===== src/rtl/sd_spi_pkg.sv =====
// Shared encodings for the SPI-mode SD response path: FSM states, response/data modes,
// error codes and protocol constants.
package sd_spi_pkg;

  localparam logic [2:0] StIdle      = 3'd0;
  localparam logic [2:0] StWaitR1    = 3'd1;
  localparam logic [2:0] StRespExtra = 3'd2;
  localparam logic [2:0] StBusy      = 3'd3;
  localparam logic [2:0] StWaitToken = 3'd4;
  localparam logic [2:0] StData      = 3'd5;
  localparam logic [2:0] StCrc       = 3'd6;
  localparam logic [2:0] StFinish    = 3'd7;

  typedef enum logic [1:0] {
    RespR1   = 2'd0,
    RespR1b  = 2'd1,
    RespR3R7 = 2'd2,
    RespR2   = 2'd3
  } resp_type_e;

  typedef enum logic [1:0] {
    DataNone   = 2'd0,
    DataSingle = 2'd1,
    DataMulti  = 2'd2,
    DataRsvd   = 2'd3
  } data_mode_e;

  localparam logic [2:0] ErrNone         = 3'd0;
  localparam logic [2:0] ErrR1Timeout    = 3'd1;
  localparam logic [2:0] ErrR1Bits       = 3'd2;
  localparam logic [2:0] ErrTokenTimeout = 3'd3;
  localparam logic [2:0] ErrDataToken    = 3'd4;
  localparam logic [2:0] ErrCrc          = 3'd5;
  localparam logic [2:0] ErrBusyTimeout  = 3'd6;

  localparam logic [7:0]  StartToken = 8'hFE;
  localparam logic [15:0] Crc16Poly  = 16'h1021;

endpackage


===== src/rtl/sd_spi_response_receiver_if.sv =====
// Byte-stream, control and status bundle between the SPI byte buffer / command
// sequencer (master) and the response receiver (slave).
interface sd_spi_response_receiver_if #(
  parameter int unsigned MAX_BLOCK_BYTES = 512
);
  localparam int unsigned BsW = $clog2(MAX_BLOCK_BYTES) + 1;

  logic           io_Start;
  logic [1:0]     io_RespType;
  logic [1:0]     io_DataMode;
  logic [BsW-1:0] io_BlockSize;
  logic           io_Stop;
  logic [7:0]     io_InputBuffer;
  logic           io_BufferChanged;
  logic [7:0]     io_R1;
  logic [31:0]    io_Extra;
  logic [7:0]     io_DataOut;
  logic           io_DataValid;
  logic [31:0]    io_DataBlocksCount;
  logic           io_IsBusy;
  logic           io_IsDataReading;
  logic           io_Done;
  logic           io_Error;
  logic [2:0]     io_ErrCode;
  logic [2:0]     io_State;

  modport master (
    output io_Start, io_RespType, io_DataMode, io_BlockSize, io_Stop, io_InputBuffer,
           io_BufferChanged,
    input  io_R1, io_Extra, io_DataOut, io_DataValid, io_DataBlocksCount, io_IsBusy,
           io_IsDataReading, io_Done, io_Error, io_ErrCode, io_State
  );

  modport slave (
    input  io_Start, io_RespType, io_DataMode, io_BlockSize, io_Stop, io_InputBuffer,
           io_BufferChanged,
    output io_R1, io_Extra, io_DataOut, io_DataValid, io_DataBlocksCount, io_IsBusy,
           io_IsDataReading, io_Done, io_Error, io_ErrCode, io_State
  );
endinterface


===== src/rtl/sd_crc16.sv =====
// Byte-wide CRC16-CCITT update (MSB first), shared with the transmit path.
module sd_crc16
  import sd_spi_pkg::*;
(
  input  logic [15:0] crc_in,
  input  logic [7:0]  byte_in,
  output logic [15:0] crc_out
);
  always_comb begin
    crc_out = crc_in;
    for (int i = 7; i >= 0; i--) begin
      if (crc_out[15] ^ byte_in[i]) crc_out = {crc_out[14:0], 1'b0} ^ Crc16Poly;
      else                          crc_out = {crc_out[14:0], 1'b0};
    end
  end
endmodule


===== src/rtl/sd_spi_response_receiver.sv =====
// Parses the SD SPI response sequence (R1, trailing bytes, busy, data token, blocks, CRC)
// from the received byte stream and forwards payload bytes downstream.
module sd_spi_response_receiver
  import sd_spi_pkg::*;
#(
  parameter int unsigned MAX_BLOCK_BYTES = 512,
  parameter int unsigned NCR_MAX         = 8,
  parameter int unsigned TOKEN_TIMEOUT   = 4096,
  parameter bit          CRC_CHECK       = 1'b1
) (
  input logic                       clock,
  input logic                       reset,
  sd_spi_response_receiver_if.slave bus
);
  localparam int unsigned BsW   = $clog2(MAX_BLOCK_BYTES) + 1;
  localparam int unsigned TmoW  = $clog2(TOKEN_TIMEOUT + 1);
  localparam int unsigned NcrW  = $clog2(NCR_MAX + 1);
  localparam int unsigned CntW0 = (TmoW > BsW) ? TmoW : BsW;
  localparam int unsigned CntW  = (CntW0 > NcrW) ? CntW0 : NcrW;
  localparam logic [CntW-1:0] NcrLast = CntW'(NCR_MAX - 1);
  localparam logic [CntW-1:0] TmoLast = CntW'(TOKEN_TIMEOUT - 1);

  logic [2:0]      state_q, state_d;
  resp_type_e      resp_q, resp_d;
  data_mode_e      mode_q, mode_d;
  logic [BsW-1:0]  bsize_q, bsize_d;
  logic [CntW-1:0] cnt_q, cnt_d;
  logic [15:0]     crc_q, crc_d, crc_next;
  logic [7:0]      crc_hi_q, crc_hi_d;
  logic [7:0]      r1_q, r1_d, dout_q, dout_d;
  logic [31:0]     extra_q, extra_d, blocks_q, blocks_d;
  logic            dvalid_q, dvalid_d, done_q, done_d, error_q, error_d;
  logic [2:0]      err_q, err_d;
  logic            busy_q, reading_q;

  logic            fail;
  logic [2:0]      fail_code;
  logic [7:0]      rx;
  logic [2:0]      resp_exit;
  logic [CntW-1:0] extra_last, block_last;
  data_mode_e      mode_in;

  assign rx         = bus.io_InputBuffer;
  assign resp_exit  = (mode_q == DataNone) ? StFinish : StWaitToken;
  assign extra_last = (resp_q == RespR3R7) ? CntW'(3) : '0;
  assign block_last = CntW'(bsize_q - BsW'(1));
  assign mode_in    = data_mode_e'(bus.io_DataMode);

  sd_crc16 u_crc16 (
    .crc_in  (crc_q),
    .byte_in (rx),
    .crc_out (crc_next)
  );

  always_comb begin
    state_d   = state_q;
    resp_d    = resp_q;
    mode_d    = mode_q;
    bsize_d   = bsize_q;
    cnt_d     = cnt_q;
    crc_d     = crc_q;
    crc_hi_d  = crc_hi_q;
    r1_d      = r1_q;
    extra_d   = extra_q;
    dout_d    = dout_q;
    dvalid_d  = 1'b0;
    blocks_d  = blocks_q;
    error_d   = 1'b0;
    err_d     = err_q;
    fail      = 1'b0;
    fail_code = ErrNone;

    unique case (state_q)
      StIdle: begin
        if (bus.io_Start) begin
          resp_d   = resp_type_e'(bus.io_RespType);
          mode_d   = (mode_in == DataRsvd) ? DataNone : mode_in;
          bsize_d  = bus.io_BlockSize;
          r1_d     = '0;
          extra_d  = '0;
          blocks_d = '0;
          err_d    = ErrNone;
          cnt_d    = '0;
          state_d  = StWaitR1;
        end
      end
      StWaitR1: begin
        if (bus.io_BufferChanged) begin
          if (!rx[7]) begin
            r1_d  = rx;
            cnt_d = '0;
            if (rx[6:1] != 6'd0) begin
              fail      = 1'b1;
              fail_code = ErrR1Bits;
            end else if (resp_q == RespR3R7 || resp_q == RespR2) begin
              state_d = StRespExtra;
            end else if (resp_q == RespR1b) begin
              state_d = StBusy;
            end else begin
              state_d = resp_exit;
            end
          end else if (cnt_q == NcrLast) begin
            fail      = 1'b1;
            fail_code = ErrR1Timeout;
          end else begin
            cnt_d = cnt_q + 1'b1;
          end
        end
      end
      StRespExtra: begin
        if (bus.io_BufferChanged) begin
          extra_d = {extra_q[23:0], rx};
          if (cnt_q == extra_last) begin
            cnt_d   = '0;
            state_d = resp_exit;
          end else begin
            cnt_d = cnt_q + 1'b1;
          end
        end
      end
      StBusy: begin
        if (bus.io_BufferChanged) begin
          if (rx != 8'h00) begin
            state_d = StFinish;
          end else if (cnt_q == TmoLast) begin
            fail      = 1'b1;
            fail_code = ErrBusyTimeout;
          end else begin
            cnt_d = cnt_q + 1'b1;
          end
        end
      end
      StWaitToken: begin
        if (bus.io_BufferChanged) begin
          if (rx == StartToken) begin
            crc_d   = '0;
            cnt_d   = '0;
            state_d = StData;
          end else if (rx[7:5] == 3'b000 && rx != 8'h00) begin
            extra_d[7:0] = rx;
            fail         = 1'b1;
            fail_code    = ErrDataToken;
          end else if (cnt_q == TmoLast) begin
            fail      = 1'b1;
            fail_code = ErrTokenTimeout;
          end else begin
            cnt_d = cnt_q + 1'b1;
          end
        end
      end
      StData: begin
        if (bus.io_BufferChanged) begin
          dout_d   = rx;
          dvalid_d = 1'b1;
          crc_d    = crc_next;
          if (cnt_q == block_last) begin
            cnt_d   = '0;
            state_d = StCrc;
          end else begin
            cnt_d = cnt_q + 1'b1;
          end
        end
      end
      StCrc: begin
        if (bus.io_BufferChanged) begin
          if (cnt_q == '0) begin
            crc_hi_d = rx;
            cnt_d    = CntW'(1);
          end else begin
            cnt_d = '0;
            if (!CRC_CHECK || {crc_hi_q, rx} == crc_q) begin
              if (blocks_q != 32'hFFFF_FFFF) blocks_d = blocks_q + 32'd1;
              // io_Stop is only honoured here, so a mid-block stop finishes this block first
              state_d = (mode_q == DataSingle || bus.io_Stop) ? StFinish : StWaitToken;
            end else begin
              fail      = 1'b1;
              fail_code = ErrCrc;
            end
          end
        end
      end
      StFinish: state_d = StIdle;
      default:  state_d = StIdle;
    endcase

    if (fail) begin
      state_d = StIdle;
      error_d = 1'b1;
      err_d   = fail_code;
    end
    done_d = (state_d == StFinish);
  end

  always_ff @(posedge clock or negedge reset) begin
    if (!reset) begin
      state_q   <= StIdle;
      resp_q    <= RespR1;
      mode_q    <= DataNone;
      bsize_q   <= '0;
      cnt_q     <= '0;
      crc_q     <= '0;
      crc_hi_q  <= '0;
      r1_q      <= '0;
      extra_q   <= '0;
      dout_q    <= '0;
      dvalid_q  <= 1'b0;
      blocks_q  <= '0;
      done_q    <= 1'b0;
      error_q   <= 1'b0;
      err_q     <= ErrNone;
      busy_q    <= 1'b0;
      reading_q <= 1'b0;
    end else begin
      state_q   <= state_d;
      resp_q    <= resp_d;
      mode_q    <= mode_d;
      bsize_q   <= bsize_d;
      cnt_q     <= cnt_d;
      crc_q     <= crc_d;
      crc_hi_q  <= crc_hi_d;
      r1_q      <= r1_d;
      extra_q   <= extra_d;
      dout_q    <= dout_d;
      dvalid_q  <= dvalid_d;
      blocks_q  <= blocks_d;
      done_q    <= done_d;
      error_q   <= error_d;
      err_q     <= err_d;
      busy_q    <= (state_d != StIdle);
      reading_q <= (state_d == StData) || (state_d == StCrc);
    end
  end

  assign bus.io_R1              = r1_q;
  assign bus.io_Extra           = extra_q;
  assign bus.io_DataOut         = dout_q;
  assign bus.io_DataValid       = dvalid_q;
  assign bus.io_DataBlocksCount = blocks_q;
  assign bus.io_IsBusy          = busy_q;
  assign bus.io_IsDataReading   = reading_q;
  assign bus.io_Done            = done_q;
  assign bus.io_Error           = error_q;
  assign bus.io_ErrCode         = err_q;
  assign bus.io_State           = state_q;

endmodule

===== src/flat_wrapper.sv =====
// flat-port wrapper written by rule: the top's interface ports become plain ports
module sd_spi_response_receiver_flat import sd_spi_pkg::*;
#(
  parameter int unsigned MAX_BLOCK_BYTES = 512,
  parameter int unsigned NCR_MAX         = 8,
  parameter int unsigned TOKEN_TIMEOUT   = 4096,
  parameter bit          CRC_CHECK       = 1'b1
)
  (clock, reset, bus_io_Start, bus_io_RespType, bus_io_DataMode, bus_io_BlockSize, bus_io_Stop, bus_io_InputBuffer, bus_io_BufferChanged, bus_io_R1, bus_io_Extra, bus_io_DataOut, bus_io_DataValid, bus_io_DataBlocksCount, bus_io_IsBusy, bus_io_IsDataReading, bus_io_Done, bus_io_Error, bus_io_ErrCode, bus_io_State);
  sd_spi_response_receiver_if #(.MAX_BLOCK_BYTES(MAX_BLOCK_BYTES)) bus_i ();
  input logic clock;
  input logic reset;
  input wire logic [$bits(bus_i.io_Start)-1:0] bus_io_Start;
  input wire logic [$bits(bus_i.io_RespType)-1:0] bus_io_RespType;
  input wire logic [$bits(bus_i.io_DataMode)-1:0] bus_io_DataMode;
  input wire logic [$bits(bus_i.io_BlockSize)-1:0] bus_io_BlockSize;
  input wire logic [$bits(bus_i.io_Stop)-1:0] bus_io_Stop;
  input wire logic [$bits(bus_i.io_InputBuffer)-1:0] bus_io_InputBuffer;
  input wire logic [$bits(bus_i.io_BufferChanged)-1:0] bus_io_BufferChanged;
  output wire logic [$bits(bus_i.io_R1)-1:0] bus_io_R1;
  output wire logic [$bits(bus_i.io_Extra)-1:0] bus_io_Extra;
  output wire logic [$bits(bus_i.io_DataOut)-1:0] bus_io_DataOut;
  output wire logic [$bits(bus_i.io_DataValid)-1:0] bus_io_DataValid;
  output wire logic [$bits(bus_i.io_DataBlocksCount)-1:0] bus_io_DataBlocksCount;
  output wire logic [$bits(bus_i.io_IsBusy)-1:0] bus_io_IsBusy;
  output wire logic [$bits(bus_i.io_IsDataReading)-1:0] bus_io_IsDataReading;
  output wire logic [$bits(bus_i.io_Done)-1:0] bus_io_Done;
  output wire logic [$bits(bus_i.io_Error)-1:0] bus_io_Error;
  output wire logic [$bits(bus_i.io_ErrCode)-1:0] bus_io_ErrCode;
  output wire logic [$bits(bus_i.io_State)-1:0] bus_io_State;
  assign bus_i.io_Start = bus_io_Start;
  assign bus_i.io_RespType = bus_io_RespType;
  assign bus_i.io_DataMode = bus_io_DataMode;
  assign bus_i.io_BlockSize = bus_io_BlockSize;
  assign bus_i.io_Stop = bus_io_Stop;
  assign bus_i.io_InputBuffer = bus_io_InputBuffer;
  assign bus_i.io_BufferChanged = bus_io_BufferChanged;
  assign bus_io_R1 = bus_i.io_R1;
  assign bus_io_Extra = bus_i.io_Extra;
  assign bus_io_DataOut = bus_i.io_DataOut;
  assign bus_io_DataValid = bus_i.io_DataValid;
  assign bus_io_DataBlocksCount = bus_i.io_DataBlocksCount;
  assign bus_io_IsBusy = bus_i.io_IsBusy;
  assign bus_io_IsDataReading = bus_i.io_IsDataReading;
  assign bus_io_Done = bus_i.io_Done;
  assign bus_io_Error = bus_i.io_Error;
  assign bus_io_ErrCode = bus_i.io_ErrCode;
  assign bus_io_State = bus_i.io_State;
  sd_spi_response_receiver #(.MAX_BLOCK_BYTES(MAX_BLOCK_BYTES), .NCR_MAX(NCR_MAX), .TOKEN_TIMEOUT(TOKEN_TIMEOUT), .CRC_CHECK(CRC_CHECK)) u_core (.clock(clock), .reset(reset), .bus(bus_i));
endmodule

===== config.mk =====
export PLATFORM = sky130hd
export DESIGN_NAME = sd_spi_response_receiver_flat
export DESIGN_NICKNAME = d
export VERILOG_FILES = /design/src/rtl/sd_spi_pkg.sv /design/src/rtl/sd_spi_response_receiver_if.sv /design/src/rtl/sd_crc16.sv /design/src/rtl/sd_spi_response_receiver.sv /design/src/flat_wrapper.sv
export SDC_FILE = /design/constraint.sdc
export NUM_CORES = 1
export LEC_CHECK = 0
export CELL_PAD_IN_SITES_DETAIL_PLACEMENT = 0
export CELL_PAD_IN_SITES_GLOBAL_PLACEMENT = 1
export CORE_ASPECT_RATIO = 1.2
export CORE_MARGIN = 5
export CORE_UTILIZATION = 45
export CTS_BUF_LIST = sky130_fd_sc_hd__clkbuf_2
export DETAILED_ROUTE_END_ITERATION = 16
export PLACE_DENSITY_LB_ADDON = 0.3
export SLEW_MARGIN = 0
export SYNTH_ARGS = -nofsm -noshare
export SYNTH_HDL_FRONTEND = slang
export SYNTH_SLANG_ARGS = --single-unit

===== constraint.sdc =====
create_clock -name clock -period 5.2 [get_ports clock]
set_input_delay 1.3 -clock clock [delete_from_list [all_inputs] [get_ports clock]]
set_output_delay 1.3 -clock clock [all_outputs]
set_load 0.01 [all_outputs]

* Yosys cells after proc, flatten, opt, wreduce, memory -nomap -nowiden
Index checks and enable logic that the tools add are counted.
Cells by class: add/subtract/negate cells 3, equality and inequality tests 39, multiplexer cells 103, bitwise gates (word level) 16, reduce and logical (&&, ||, !) cells 29
Operator list (count):
- 13-bit two-way mux | 23
- 32-bit two-way mux | 6
- 3-bit two-way mux | 32
- 13-bit one-hot mux with 7 select lines | 1
- 32-bit one-hot mux with 2 select lines | 1
- 16-bit two-way mux | 3
- 8-bit two-way mux | 6
- 24-bit one-hot mux with 2 select lines | 1
- 32-bit by 1-bit adder with 32-bit output, second input constant | 1
- 32-bit != test, second input constant | 1
- 16-bit one-hot mux with 2 select lines | 1
- 13-bit == test | 2
- 3-bit inverter | 8
- 3-bit one-hot mux with 8 select lines | 1
- 8-bit one-hot mux with 3 select lines | 1
- 2-bit != test, second input constant | 11
- 3-bit == test, second input constant | 7
- 1-bit two-way mux | 18
- 16-bit == test | 1
- 8-bit one-hot mux with 2 select lines | 1
- 13-bit by 1-bit adder with 13-bit output, second input constant | 1
- 13-bit by 12-bit == test with 1-bit output, second input constant | 1
- 13-bit by 3-bit == test with 1-bit output, second input constant | 1
- 13-bit zero test | 1
- other kinds (27) | 60
Storage, ports and cells: register bits after elaboration 142, bits of input ports 27, output and inout port bits 91, logic and storage cells 208

* Depth between registers and ports, before layout
word-level depth 18, gate-level depth with buffers 11, mapped depth without buffers 10

* Cells and area by module
From an unflattened synthesis, not the netlist that was laid out.
Second synthesis, totals: cell total of the unflattened synthesis 849, area total of the unflattened synthesis 7877.6 um^2
Modules (own cells, without submodules):
- sd_spi_response_receiver | times used 1, cells each 824, area an instance 7489.7 um^2, seq. area each 3528.4 um^2
- sd_crc16 | times used 1, cells each 25, area an instance 387.9 um^2, seq. area each 0.0 um^2

* Worst setup path before layout
OpenSTA, ideal clock, no wires.
path kind input port to flip-flop, from input bus_io_InputBuffer[1], to register u_core.crc_hi_q[0], library setup time 0.125 ns, data arrival time 3.462 ns, data required time 5.075 ns, slack 1.613 ns, stages 7, path buffers 1, path through clkbuf_1 -> or4_1 -> nor3b_2 -> a21oi_1 -> or3_1 -> nor3_4 -> mux2_2
RTL lines:
- start, declared | RTL line flat_wrapper.sv:18 | input wire logic [$bits(bus_i.io_InputBuffer)-1:0] bus_io_InputBuffer;
- end signal, assigned | RTL line sd_spi_response_receiver.sv:220 | crc_hi_q <= crc_hi_d;
- end, declared | RTL line sd_spi_response_receiver.sv:29 | logic [7:0] crc_hi_q, crc_hi_d;

* Worst setup path in the final report
from input bus_io_InputBuffer[1], to register u_core.cnt_q[10]
Between the ends: cells in the longest elaborated chain, start to end 4, elaborated cells on any way between the ends 9, those cells by class eq/ne (3); mux (3); reduce/logical (3)
Ends and longest elaborated chain:
- 8-bit == test or 8-bit nonzero test (tied branches) | RTL line sd_spi_response_receiver.sv:135, sd_spi_response_receiver.sv:123, sd_spi_response_receiver.sv:139
- 13-bit two-way mux or 1-bit logical AND (tied branches) | RTL line sd_spi_response_receiver.sv:135, sd_spi_response_receiver.sv:139
- 13-bit two-way mux or 3-bit by 2-bit != test with 1-bit output (tied branches)
- 13-bit one-hot mux with 7 select lines or 11-bit AND reduction (tied branches)
- end signal, assigned | RTL line sd_spi_response_receiver.sv:218 | cnt_q <= cnt_d;
- end, declared | RTL line sd_spi_response_receiver.sv:27 | logic [CntW-1:0] cnt_q, cnt_d;
Several ways; a longest one is shown, not always the timed one. The select of a mux whose other input is x is not followed. A chain may end at the register's enable or synchronous reset.

==> impl_metrics.tcl <==
set metrics [dict create \
    synth_cell_types 72 \
    syn-cell-area_sq_um 7480 \
    worst_pin_slew_ns 1.19 \
    cts_tree "built" \
    clockBufferDepth 2 \
    die_h_um 151 \
    first_pass_iters 5 \
    drv_cap 0 \
    cp_max_fo 13 \
    endpoint "u_core.cnt_q[10]" \
    netlist_top_cells_count "nand2_1, dfrtp_1, o21ai_0" \
    crit_path_top_delay_cell "or4_1" \
    outcome "completed" \
    yosysWarnings 0 \
    finalClockSkew_ns 0.0283 \
    via_count 6523 \
    drive_gt1_share_pct 7.08 \
    grt_pass1_wl_um 32500 \
    worstPathArrival_ns 4.35 \
    grt_max_degree 88 \
    postCtsResizedCells 0 \
    synth_edf_count 0 \
    die-area_sq_um 19300 \
    peakVddDrop_uv 213 \
    r2r_cells 6 \
    setup_tns_ns 0 \
    max-slew-margin-rel_pct 19.8 \
    path_buf_inv 1 \
    avgSynthCellArea_sq_um 8.78 \
    stdcell_count 1174 \
    period_minus_slack_ns 3.66 \
    hp-class "flip-flop to flip-flop" \
    dp_slack_ns 0.779 \
    synth_fp_nets 885 \
    antenna_found_initial 1 \
    cp_cell_sequence "clkdlybuf4s50_1 > or4_1 > nor3b_2 > a21oi_1 > nor3_2 > o211a_1 > a22o_1 > nor3b_1 > a211o_1" \
    core.rowCount 51 \
    cp_slowest_stage_delay_ns 0.67 \
    path_delay_family "simple AND/OR/NAND/NOR gates" \
    grt_setup_unrepaired "false" \
    setup_viol 0 \
    r2r_end "u_core.bus.io_IsBusy" \
    crit_start "bus_io_InputBuffer[1]" \
    numCtsBuffers 17 \
    dp_cells 1141 \
    yosysSeqAreaShare_pct 47.2 \
    p_leak_nw 3.95 \
    async_flop_share_pct 100 \
    fin_crit_sh_pct 70.3 \
    detailed_place_hpwl_um 13500 \
    synth-main-ff-cell "dfrtp_1" \
    ctsHtreeMaxLevel 4 \
    post-route-drc-count 0 \
    first_global_vias 6288 \
    postCtsSetupBuffers 0 \
    io_buffers 116 \
    synth_top_cell_by_area "dfrtp_1" \
    ant_nets 0 \
    path_clk_slew_ns 0.24 \
    cp.depth 9 \
    ys_ff_latch 141 \
    wl_um 19500 \
    hold_buffers 0 \
    synth_area_leaders "dfrtp_1, nand2_1, o21ai_0, xnor2_1, nand3_1" \
    cp-start-kind "input pin" \
    reg2reg_slack_ns 1.92 \
    fmax_mhz 273 \
    insertion_delay_ns 0.73 \
    io_pins 118 \
    grt_use_total_pct 20.9 \
    r2r_start "u_core.bus.io_State[0]" \
    crit_type "input pin to flip-flop" \
    netlist_instances 852 \
    area_growth_pct 21.4 \
    critPathRequiredTime_ns 5.89 \
    hold_violations 0 \
    start_util_pct 46.0 \
    dieWidth_um 128 \
    yosysTopAreaCellShare_pct 47.2 \
    endpoint_kind "flip-flop" \
    root_buffer "clkbuf_2" \
    power_density_nw_per_um2 419 \
    overflow 0 \
    synth.most_common_cell "nand2_1" \
    drv_slew 0 \
    vias_per_cell 5.56 \
    core_region_area_sq_um 16300 \
    nets 981 \
    wl_per_cell_um 16.6 \
    drt_iter0_drc 508 \
    worst_slack_ns 1.54 \
    clock_sinks 141 \
    gp_congestion 0.855 \
]
layer usage:
layer | GRT usage [%] | wire length [um] | up-vias | share of wire, %
li1 | - | - | 3166 | -
met1 | 29.3 | 9180 | 3164 | 47
met2 | 33.0 | 9020 | 175 | 46
met3 | 4.62 | 1070 | 18 | 5.5
met4 | 5.41 | 235 | 0 | 1.2
met5 | 0 | 0 | - | 0
power by group:
part           leakage (nW)  total [mW]  switching [mW]  internal (mW)
Clock                 0.153       0.717           0.441          0.276
Sequential             1.90        1.58           0.271           1.31
Combinational          1.89        1.51           0.838          0.668
sequential cells by signal, summed over array words and instances (netlist names), 2 cells and up:
register                       count
u_core.bus.io_ErrCode              3
u_core.bus.io_Extra               32
u_core.bus.io_R1                   7
u_core.cnt_q                      13
u_core.resp_q                      2
u_core.crc_hi_q                    8
u_core.crc_q                      16
u_core.bus.io_State                3
u_core.bsize_q                    10
u_core.mode_q                      2
u_core.bus.io_DataOut              8
u_core.bus.io_DataBlocksCount     32
how the worst min path moves through the flow:
stage / start / to / cells after the start
after floorplan: u_core.mode_q[0] / u_core.mode_q[0] / 2
after global placement: u_core.bus.io_Extra[27] / u_core.bus.io_Extra[27] / 2
after detailed placement: u_core.bus.io_Extra[30] / u_core.bus.io_Extra[30] / 2
after CTS: u_core.bus.io_Extra[30] / u_core.bus.io_Extra[30] / 2
after global routing: u_core.bus.io_DataOut[6] / u_core.bus.io_DataOut[6] / 2
final: u_core.bus.io_Extra[30] / u_core.bus.io_Extra[30] / 2
per-stage QoR:
stage / hold WS [ns] / cell area (sq um) / power, mW / utilization (%)
after floorplan: 0.473 / 7480 / 2.59 / -
after global placement: 0.449 / 8810 / 3.09 / 54.1
after detailed placement: 0.455 / 8810 / 3.10 / 54.1
after CTS: 0.507 / 9080 / 3.83 / 55.8
after global routing: 0.535 / 9080 / 4.09 / 55.8
final: 0.499 / 9080 / 3.81 / 55.8
layout by cell type, fill, tap and decap left out, types with 14 or more instances in the layout:
cell and instances:
clkbuf_2 17, nor2_1 47, dfrtp_1 141, a22o_1 14, nand4_1 14, nand2_1 179, o21ai_0 81, clkdlybuf4s50_1 115
a21oi_1 20, nor3_1 18, xor2_1 16, nand3_1 45, inv_1 19, xnor2_1 46
area by class of cell:
class | count | area [sq um]
multi-input combinational | 639 | 3680
tap | 212 | 265
antenna | 1 | 2.50
clock buffer | 17 | 85.1
fill | 1523 | 7190
clock inverter | 15 | 186
inverter | 21 | 78.8
timing repair buffer | 128 | 1250
sequential | 141 | 3530
tightest hold or removal path, stage by stage (launching register included):
cell     delay, ns
dfrtp_1       0.40
nand2_1       0.05
nand2_1       0.05
logic make-up (layout without fill, tap and decap cells):
kind of cell / count (synthesis) / in the layout / share of synthesized area (%)
flops: 141 / 141 / 47.2
compound gates: 179 / 179 / 14.9
xor+xnor: 62 / 62 / 7.26
other cells: 1 / 2 / 0.0501
fa+ha+maj: 6 / 6 / 1.00
mux: 10 / 10 / 1.47
buf+inv: 72 / 181 / 3.76
simple gates: 381 / 381 / 24.4
(Power assumes the default switching activity.)
